## src/rtl/commit_retire_unit_pkg.sv

```systemverilog
// Shared types for the commit/retire unit: issue numbers (pkg_top) and table entries (pkg_mpu).
package pkg_top;
  typedef logic [7:0] issue_no_t;
endpackage

package pkg_mpu;
  import pkg_top::*;

  typedef struct packed {
    logic      v;
    logic      committed;
    issue_no_t issue_no;
  } retire_entry_t;
endpackage

```

## src/rtl/commit_retire_unit_if.sv

```systemverilog
// Issue/commit/retire handshake bundle for commit_retire_unit.
// O_Error exists only when COMMIT_RETIRE_ERR_CHECK_EN is defined.
interface commit_retire_unit_if;
  import pkg_top::*;

  logic      I_Issue_Req;
  issue_no_t I_Issue_No;
  logic      I_Commit_Req;
  issue_no_t I_Commit_No;
  logic      O_Commit_Grant;
  logic      O_Retire_Valid;
  issue_no_t O_Retire_No;
  logic      I_Retire_Ready;
  logic      O_Full;
  logic      O_Empty;
`ifdef COMMIT_RETIRE_ERR_CHECK_EN
  logic      O_Error;
`endif

  modport slave (
    input  I_Issue_Req, I_Issue_No, I_Commit_Req, I_Commit_No, I_Retire_Ready,
    output O_Commit_Grant, O_Retire_Valid, O_Retire_No, O_Full, O_Empty
`ifdef COMMIT_RETIRE_ERR_CHECK_EN
    , output O_Error
`endif
  );

  modport master (
    output I_Issue_Req, I_Issue_No, I_Commit_Req, I_Commit_No, I_Retire_Ready,
    input  O_Commit_Grant, O_Retire_Valid, O_Retire_No, O_Full, O_Empty
`ifdef COMMIT_RETIRE_ERR_CHECK_EN
    , input O_Error
`endif
  );
endinterface

```

## src/rtl/commit_retire_unit_ringbuffctrl.sv

```systemverilog
// Read/write pointer and occupancy control for a power-of-two ring buffer.
module RingBuffCTRL #(
  parameter int unsigned NUM_ENTRY = 4
) (
  input  logic                         clock,
  input  logic                         reset,
  input  logic                         We,
  input  logic                         Re,
  output logic [$clog2(NUM_ENTRY)-1:0] WPtr,
  output logic [$clog2(NUM_ENTRY)-1:0] RPtr,
  output logic                         Full,
  output logic                         Empty
);
  localparam int unsigned PW = $clog2(NUM_ENTRY);
  localparam int unsigned CW = PW + 1;

  logic [CW-1:0] count;

  always_ff @(posedge clock) begin
    if (reset) begin
      WPtr  <= '0;
      RPtr  <= '0;
      count <= '0;
    end else begin
      if (We) WPtr <= WPtr + PW'(1);
      if (Re) RPtr <= RPtr + PW'(1);
      case ({We, Re})
        2'b10:   count <= count + CW'(1);
        2'b01:   count <= count - CW'(1);
        default: count <= count;
      endcase
    end
  end

  assign Full  = (count == CW'(NUM_ENTRY));
  assign Empty = (count == '0);
endmodule

```

## src/rtl/commit_retire_unit.sv

```systemverilog
// Outstanding-issue table: allocates on issue, marks entries committed, retires in issue order.
// Optional sticky O_Error when COMMIT_RETIRE_ERR_CHECK_EN is defined.
module commit_retire_unit
  import pkg_top::*;
  import pkg_mpu::*;
#(
  parameter int unsigned BUFF_SIZE = 4
) (
  input logic                 clock,
  input logic                 reset,
  commit_retire_unit_if.slave bus
);
  localparam int unsigned PTR_W = $clog2(BUFF_SIZE);

  retire_entry_t              table_q [BUFF_SIZE];
  retire_entry_t              head;
  logic [PTR_W-1:0]           wptr;
  logic [PTR_W-1:0]           rptr;
  logic                       full;
  logic                       empty;
  logic                       allocate;
  logic                       retire;
  logic [BUFF_SIZE-1:0]       commit_match;

  RingBuffCTRL #(.NUM_ENTRY(BUFF_SIZE)) u_ring (
    .clock (clock),
    .reset (reset),
    .We    (allocate),
    .Re    (retire),
    .WPtr  (wptr),
    .RPtr  (rptr),
    .Full  (full),
    .Empty (empty)
  );

  assign head     = table_q[rptr];
  assign allocate = bus.I_Issue_Req & ~full;
  assign retire   = head.v & head.committed & bus.I_Retire_Ready;

  // Only already-valid entries match, so a same-cycle allocation is never committed.
  always_comb begin
    commit_match = '0;
    for (int unsigned i = 0; i < BUFF_SIZE; i++) begin
      commit_match[i] = bus.I_Commit_Req & table_q[i].v & ~table_q[i].committed &
                        (table_q[i].issue_no == bus.I_Commit_No);
    end
  end

  always_ff @(posedge clock) begin
    if (reset) begin
      for (int unsigned i = 0; i < BUFF_SIZE; i++) table_q[i] <= '0;
    end else begin
      for (int unsigned i = 0; i < BUFF_SIZE; i++) begin
        if (commit_match[i]) table_q[i].committed <= 1'b1;
        if (retire && (rptr == PTR_W'(i))) table_q[i] <= '0;
        if (allocate && (wptr == PTR_W'(i)))
          table_q[i] <= '{v: 1'b1, committed: 1'b0, issue_no: bus.I_Issue_No};
      end
    end
  end

  assign bus.O_Commit_Grant = bus.I_Commit_Req;
  assign bus.O_Retire_Valid = head.v & head.committed;
  assign bus.O_Retire_No    = head.issue_no;
  assign bus.O_Full         = full;
  assign bus.O_Empty        = empty;

`ifdef COMMIT_RETIRE_ERR_CHECK_EN
  logic error_q;

  always_ff @(posedge clock) begin
    if (reset) error_q <= 1'b0;
    else if ((bus.I_Commit_Req && (commit_match == '0)) || (bus.I_Issue_Req && full))
      error_q <= 1'b1;
  end

  assign bus.O_Error = error_q;
`endif
endmodule

```

## src/flat_wrapper.sv

```systemverilog
// flat-port wrapper written by rule: the top's interface ports become plain ports
module commit_retire_unit_flat import pkg_top::*; import pkg_mpu::*;
#(
  parameter int unsigned BUFF_SIZE = 4
)
  (clock, reset, bus_I_Issue_Req, bus_I_Issue_No, bus_I_Commit_Req, bus_I_Commit_No, bus_I_Retire_Ready, bus_O_Commit_Grant, bus_O_Retire_Valid, bus_O_Retire_No, bus_O_Full, bus_O_Empty);
  commit_retire_unit_if bus_i ();
  input logic clock;
  input logic reset;
  input wire logic [$bits(bus_i.I_Issue_Req)-1:0] bus_I_Issue_Req;
  input wire logic [$bits(bus_i.I_Issue_No)-1:0] bus_I_Issue_No;
  input wire logic [$bits(bus_i.I_Commit_Req)-1:0] bus_I_Commit_Req;
  input wire logic [$bits(bus_i.I_Commit_No)-1:0] bus_I_Commit_No;
  input wire logic [$bits(bus_i.I_Retire_Ready)-1:0] bus_I_Retire_Ready;
  output wire logic [$bits(bus_i.O_Commit_Grant)-1:0] bus_O_Commit_Grant;
  output wire logic [$bits(bus_i.O_Retire_Valid)-1:0] bus_O_Retire_Valid;
  output wire logic [$bits(bus_i.O_Retire_No)-1:0] bus_O_Retire_No;
  output wire logic [$bits(bus_i.O_Full)-1:0] bus_O_Full;
  output wire logic [$bits(bus_i.O_Empty)-1:0] bus_O_Empty;
  assign bus_i.I_Issue_Req = bus_I_Issue_Req;
  assign bus_i.I_Issue_No = bus_I_Issue_No;
  assign bus_i.I_Commit_Req = bus_I_Commit_Req;
  assign bus_i.I_Commit_No = bus_I_Commit_No;
  assign bus_i.I_Retire_Ready = bus_I_Retire_Ready;
  assign bus_O_Commit_Grant = bus_i.O_Commit_Grant;
  assign bus_O_Retire_Valid = bus_i.O_Retire_Valid;
  assign bus_O_Retire_No = bus_i.O_Retire_No;
  assign bus_O_Full = bus_i.O_Full;
  assign bus_O_Empty = bus_i.O_Empty;
  commit_retire_unit #(.BUFF_SIZE(BUFF_SIZE)) u_core (.clock(clock), .reset(reset), .bus(bus_i));
endmodule
```

## config.mk

```make
export PLATFORM = sky130hd
export DESIGN_NAME = commit_retire_unit_flat
export DESIGN_NICKNAME = d
export VERILOG_FILES = /design/src/rtl/commit_retire_unit_pkg.sv /design/src/rtl/commit_retire_unit_if.sv /design/src/rtl/commit_retire_unit_ringbuffctrl.sv /design/src/rtl/commit_retire_unit.sv /design/src/flat_wrapper.sv
export SDC_FILE = /design/constraint.sdc
export NUM_CORES = 1
export LEC_CHECK = 0
export BUFFER_PORTS_ARGS = -buffer_cell sky130_fd_sc_hd__clkbuf_2
export CELL_PAD_IN_SITES_DETAIL_PLACEMENT = 1
export CELL_PAD_IN_SITES_GLOBAL_PLACEMENT = 1
export CORE_UTILIZATION = 42
export DETAILED_ROUTE_END_ITERATION = 16
export HOLD_SLACK_MARGIN = 0.15
export PLACE_DENSITY = 0.79
export SYNTH_ARGS = -nofsm -noshare
export SYNTH_HDL_FRONTEND = slang
export SYNTH_SLANG_ARGS = --single-unit
export TNS_END_PERCENT = 100
```

## constraint.sdc

```tcl
create_clock -name clock -period 2.5 [get_ports clock]
set_clock_uncertainty 0.05 [all_clocks]
set_input_delay 0.75 -clock clock [delete_from_list [all_inputs] [get_ports clock]]
set_output_delay 0.75 -clock clock [all_outputs]
set_load 0.01 [all_outputs]
```

==> impl.org <==
** Finish
- The net count of the finished layout is a little over 300.
- Summing all multi-input logic gate instances after layout gives between 0.001 and 0.0015 mm2.
- Registers take ~0.0014 mm2.
- Commonest non-fill, non-tap cells in the layout :: 40 x sky130_fd_sc_hd__edfxtp_1, 34 x sky130_fd_sc_hd__xor2_1, 32 x sky130_fd_sc_hd__and2_1, 32 x sky130_fd_sc_hd__clkbuf_2, 20 x sky130_fd_sc_hd__buf_4
- The library cell used most frequently in the layout, excluding fill and tap cells, is sky130_fd_sc_hd__edfxtp_1.
- Of the cells placed in the final design, the portion with a size suffix greater than 1 is 0.2764.
- The number of antenna diodes in the final layout is 0.
- Counting the fill cells in the layout gives roughly 670.
- P&R area growth vs syn :: 17.74%
- For this run, the share of the core covered by cells in the final layout is 0.5237.

** Clocking
- H-Tree Depth :: 2
- The tree built by TritonCTS fans out to 49 sinks.
- Clk root buf :: sky130_fd_sc_hd__clkbuf_8
- Num CTS Buffers :: 5
- Clock transition at the register clock pins on the worst setup and hold paths after CTS :: around 0.090 ns
- TritonCTS built the clock tree.
- Worst-case clock buffer depth :: 2
- Count of hold-fix buffers inserted at cts :: 0
- The clock reaches the later pin of the worst-skew pair after about 0.3 ns.

** Synthesis
- Gate count after technology mapping :: roughly 220
- Register bit count reported by yosys :: between 40 and 50
- Register area share after synthesis :: 0.5154
- During synthesis, Yosys emitted a total of 0 warnings.
- A synthesized cell averages 12.13 um2.
- Dominant cell type by area after synthesis :: sky130_fd_sc_hd__edfxtp_1
- The number of nets handed over by synthesis was around 250.
- Cell area after synthesis :: between 0.002 and 0.003 mm2
- By area the synthesized netlist is led by sky130_fd_sc_hd__edfxtp_1 45%, sky130_fd_sc_hd__xor2_1 11%, sky130_fd_sc_hd__mux4_2 7.6%.
- Number of library cell types mapped by synthesis :: 28
- Of the post-synthesis cell area, the dominant cell type holds 0.4482.

** Floorplan
- In this run the standard cell core region covers ~0.0060 mm2.
- Row generation in the floorplan step produced 28 rows.
- Width of the die :: a little over 80 um
- Height of the die :: roughly 80 um
- The die covers roughly 0.0067 mm2.
- 33 I/O pins were placed.
- Initial core utilization :: 0.4448

** Timing
- Final hold analysis gives a worst-case slack of 0.4631 ns.
- Setup violations remaining at the end of the flow were counted as 0.
- The number of slew-limit violations in the final report is 0.
- Final TNS setup :: 0 ns
- At the pin with the least slew margin, the transition time is between 0.6 and 0.7 ns.
- In the post-route analysis, the smallest setup slack over all paths is approximately 0.091 ns.
- In this run the tightest slew margin relative to its limit is 0.5930.
- Timing would allow up to around 420 MHz.
- The worst path needs 2.409 ns of the cycle, external delays included.
- Final hold violation count :: 0
- Final period utilization :: 0.9636

** Power and ir drop
- Summed over all cells, the static leakage comes to about 1.3 nW.
- Max VDD drop :: 0.4080 mV
- The completed layout was analyzed and its total power is ~1.7 mW.
- Pwr Density :: around 550 mW/mm2

** Routing
- DR vias :: about 1,800
- Dividing the detail-routed via count by the number of cells gives 5.254.
- After detailed routing, the number of remaining DRC violations is 0.
- In this run the remaining antenna-violating nets after routing total 0.
- Starting DRC count in detailed routing :: a little over 90
- Drt wl/cell :: 17.08 um
- Aggregate routed wire length :: ~6000 um
- Detailed-router iteration count before antenna repair :: 4

** Global routing
- Initial antenna violation count :: 0
- After global routing the overflow that remains totals 0.
- Via count of the first global-routing pass :: approximately 1,900
- The first global-routing pass estimated ~9700 um of wire.
- In the global route stage, overall resource usage came out at 0.2031.
- Entering global routing, the biggest net connects 18 pins.

** Hold path
- Class of the most critical hold timing path :: reg -> reg

** Critical path
- Along the worst path, the maximum fanout reaches 2.
- Required time reported for the critical path endpoint :: approximately 2.7 ns
- Type of origin of the critical path :: flop
- Worst path slowest cell :: sky130_fd_sc_hd__mux4_2
- STA puts the critical path data arrival time at 2.60 ns.
- The worst setup path is captured at a flop.
- On the worst path, the slowest cell contributes a delay of about 0.52 ns.
- Ordered cell list for the critical path :: nand2_1, mux4_2, nor2_4, ha_4, inv_1, fa_2, xor2_1, or3_1, a21oi_2
- The setup path with the least slack is of type reg -> reg.

** Outcome
- The run finished with clean final reports.

** Place
- Routability-driven placement finished with a final weighted congestion of 0.8294.
- Timing analysis after detailed placement gives a worst setup slack of 0.008461 ns.
- Detailed placement ended at an HPWL of 4519 um.
- I/O Buffers :: 32

** Run
- Number of maximum-capacitance constraint violations :: 0
[logic make-up (layout without fill, tap and decap cells)]
logic type               after synthesis  count (layout)  synth area share
AND/OR/NAND/NOR                       86              86            0.1839
flip-flops                            49              49            0.5154
XOR/XNOR                              35              35            0.1144
buffers and inverters                 16              70           0.02755
AO/OA/AOI/OAI                         15              15           0.02988
adder cells (fa/ha/maj)               10              10           0.04949
multiplexers                          10              10           0.07936
[critical path, delay by kind of cell, from the launching register on]
kind,cells,cell delay (ns)
AND/OR/NAND/NOR,3,0.62
adder cells (fa/ha/maj),2,0.48
XOR/XNOR,1,0.15
multiplexers,1,0.52
buffers and inverters,1,0.04
AO/OA/AOI/OAI,1,0.11
flip-flops,1,0.36
[power by group]
| group | internal (mW) | switching (mW) |
|---|---|---|
| Clock | 0.199 | 0.246 |
| Sequential | 0.945 | 0.0389 |
| Combinational | 0.140 | 0.166 |
[sequential cells by signal, summed over array words and instances, names as in the netlist, named ones only]
register	cells
u_core.u_ring.WPtr	2
u_core.table_q	40
u_core.u_ring.RPtr	2
u_core.u_ring.count	3
[repair_timing]
item | 4_1_cts | 5_1_grt
setup buffers | 0 | 3
hold endpoints to repair | 0 | 0
endpoints found under the setup margin | 1 | 1
resized for setup | 2 | 5
pin swaps | 0 | 4
[area by class of cell]
| class | count | area share |
|---|---|---|
| well taps | 75 | 0.02974 |
| clock buffers | 8 | 0.02538 |
| flip-flops and latches | 49 | 0.4381 |
| inverters | 10 | 0.01190 |
| repair buffers | 52 | 0.09833 |
| multi-input cells | 156 | 0.3965 |
[layer usage]
metal / global-route usage / share of wire
met2: 0.3455 / 0.50
met3: 0.04000 / 0.027
met4: 0.05088 / 0.010
met5: 0 / 0
met1: 0.2641 / 0.46
[cells in the mapped netlist]
cell type and instances:
sky130_fd_sc_hd__a21oi_1 5, sky130_fd_sc_hd__a31oi_1 4, sky130_fd_sc_hd__and2_1 32, sky130_fd_sc_hd__buf_2 2, sky130_fd_sc_hd__buf_4 1, sky130_fd_sc_hd__buf_6 1, sky130_fd_sc_hd__clkbuf_1 2, sky130_fd_sc_hd__dfxtp_1 9
sky130_fd_sc_hd__edfxtp_1 40, sky130_fd_sc_hd__fa_1 1, sky130_fd_sc_hd__ha_1 9, sky130_fd_sc_hd__inv_1 10, sky130_fd_sc_hd__mux2i_1 1, sky130_fd_sc_hd__mux4_2 9, sky130_fd_sc_hd__nand2_1 13, sky130_fd_sc_hd__nand2_2 1
sky130_fd_sc_hd__nand2b_1 6, sky130_fd_sc_hd__nand3_1 5, sky130_fd_sc_hd__nor2_1 9, sky130_fd_sc_hd__nor3_1 9, sky130_fd_sc_hd__nor3b_2 4, sky130_fd_sc_hd__nor4_1 4, sky130_fd_sc_hd__o21ai_0 4, sky130_fd_sc_hd__o21ai_1 2
sky130_fd_sc_hd__or3_1 2, sky130_fd_sc_hd__or3b_1 1, sky130_fd_sc_hd__xnor2_1 1, sky130_fd_sc_hd__xor2_1 34
[through the flow]
step	std cells	cell area, um2
6_report	350	3156
5_1_grt	350	3156
4_1_cts	347	3113
3_5_place_dp	339	3028
3_3_place_gp	339	3028
2_1_floorplan	221	2683
[path summary, 6_finish.rpt]
check | from | end | slack (ns) | cells after the start
worst max-delay path | u_core.table_q[0][9] | u_core.u_ring.count[2] | 0.09 | 9
worst min-delay path | u_core.u_ring.WPtr[1] | u_core.u_ring.WPtr[1] | 0.46 | 2
worst max register to register | u_core.table_q[0][9] | u_core.u_ring.count[2] | 0.09 | 9
worst min register to register | u_core.u_ring.WPtr[1] | u_core.u_ring.WPtr[1] | 0.46 | 2
(Power assumes the default switching activity.)
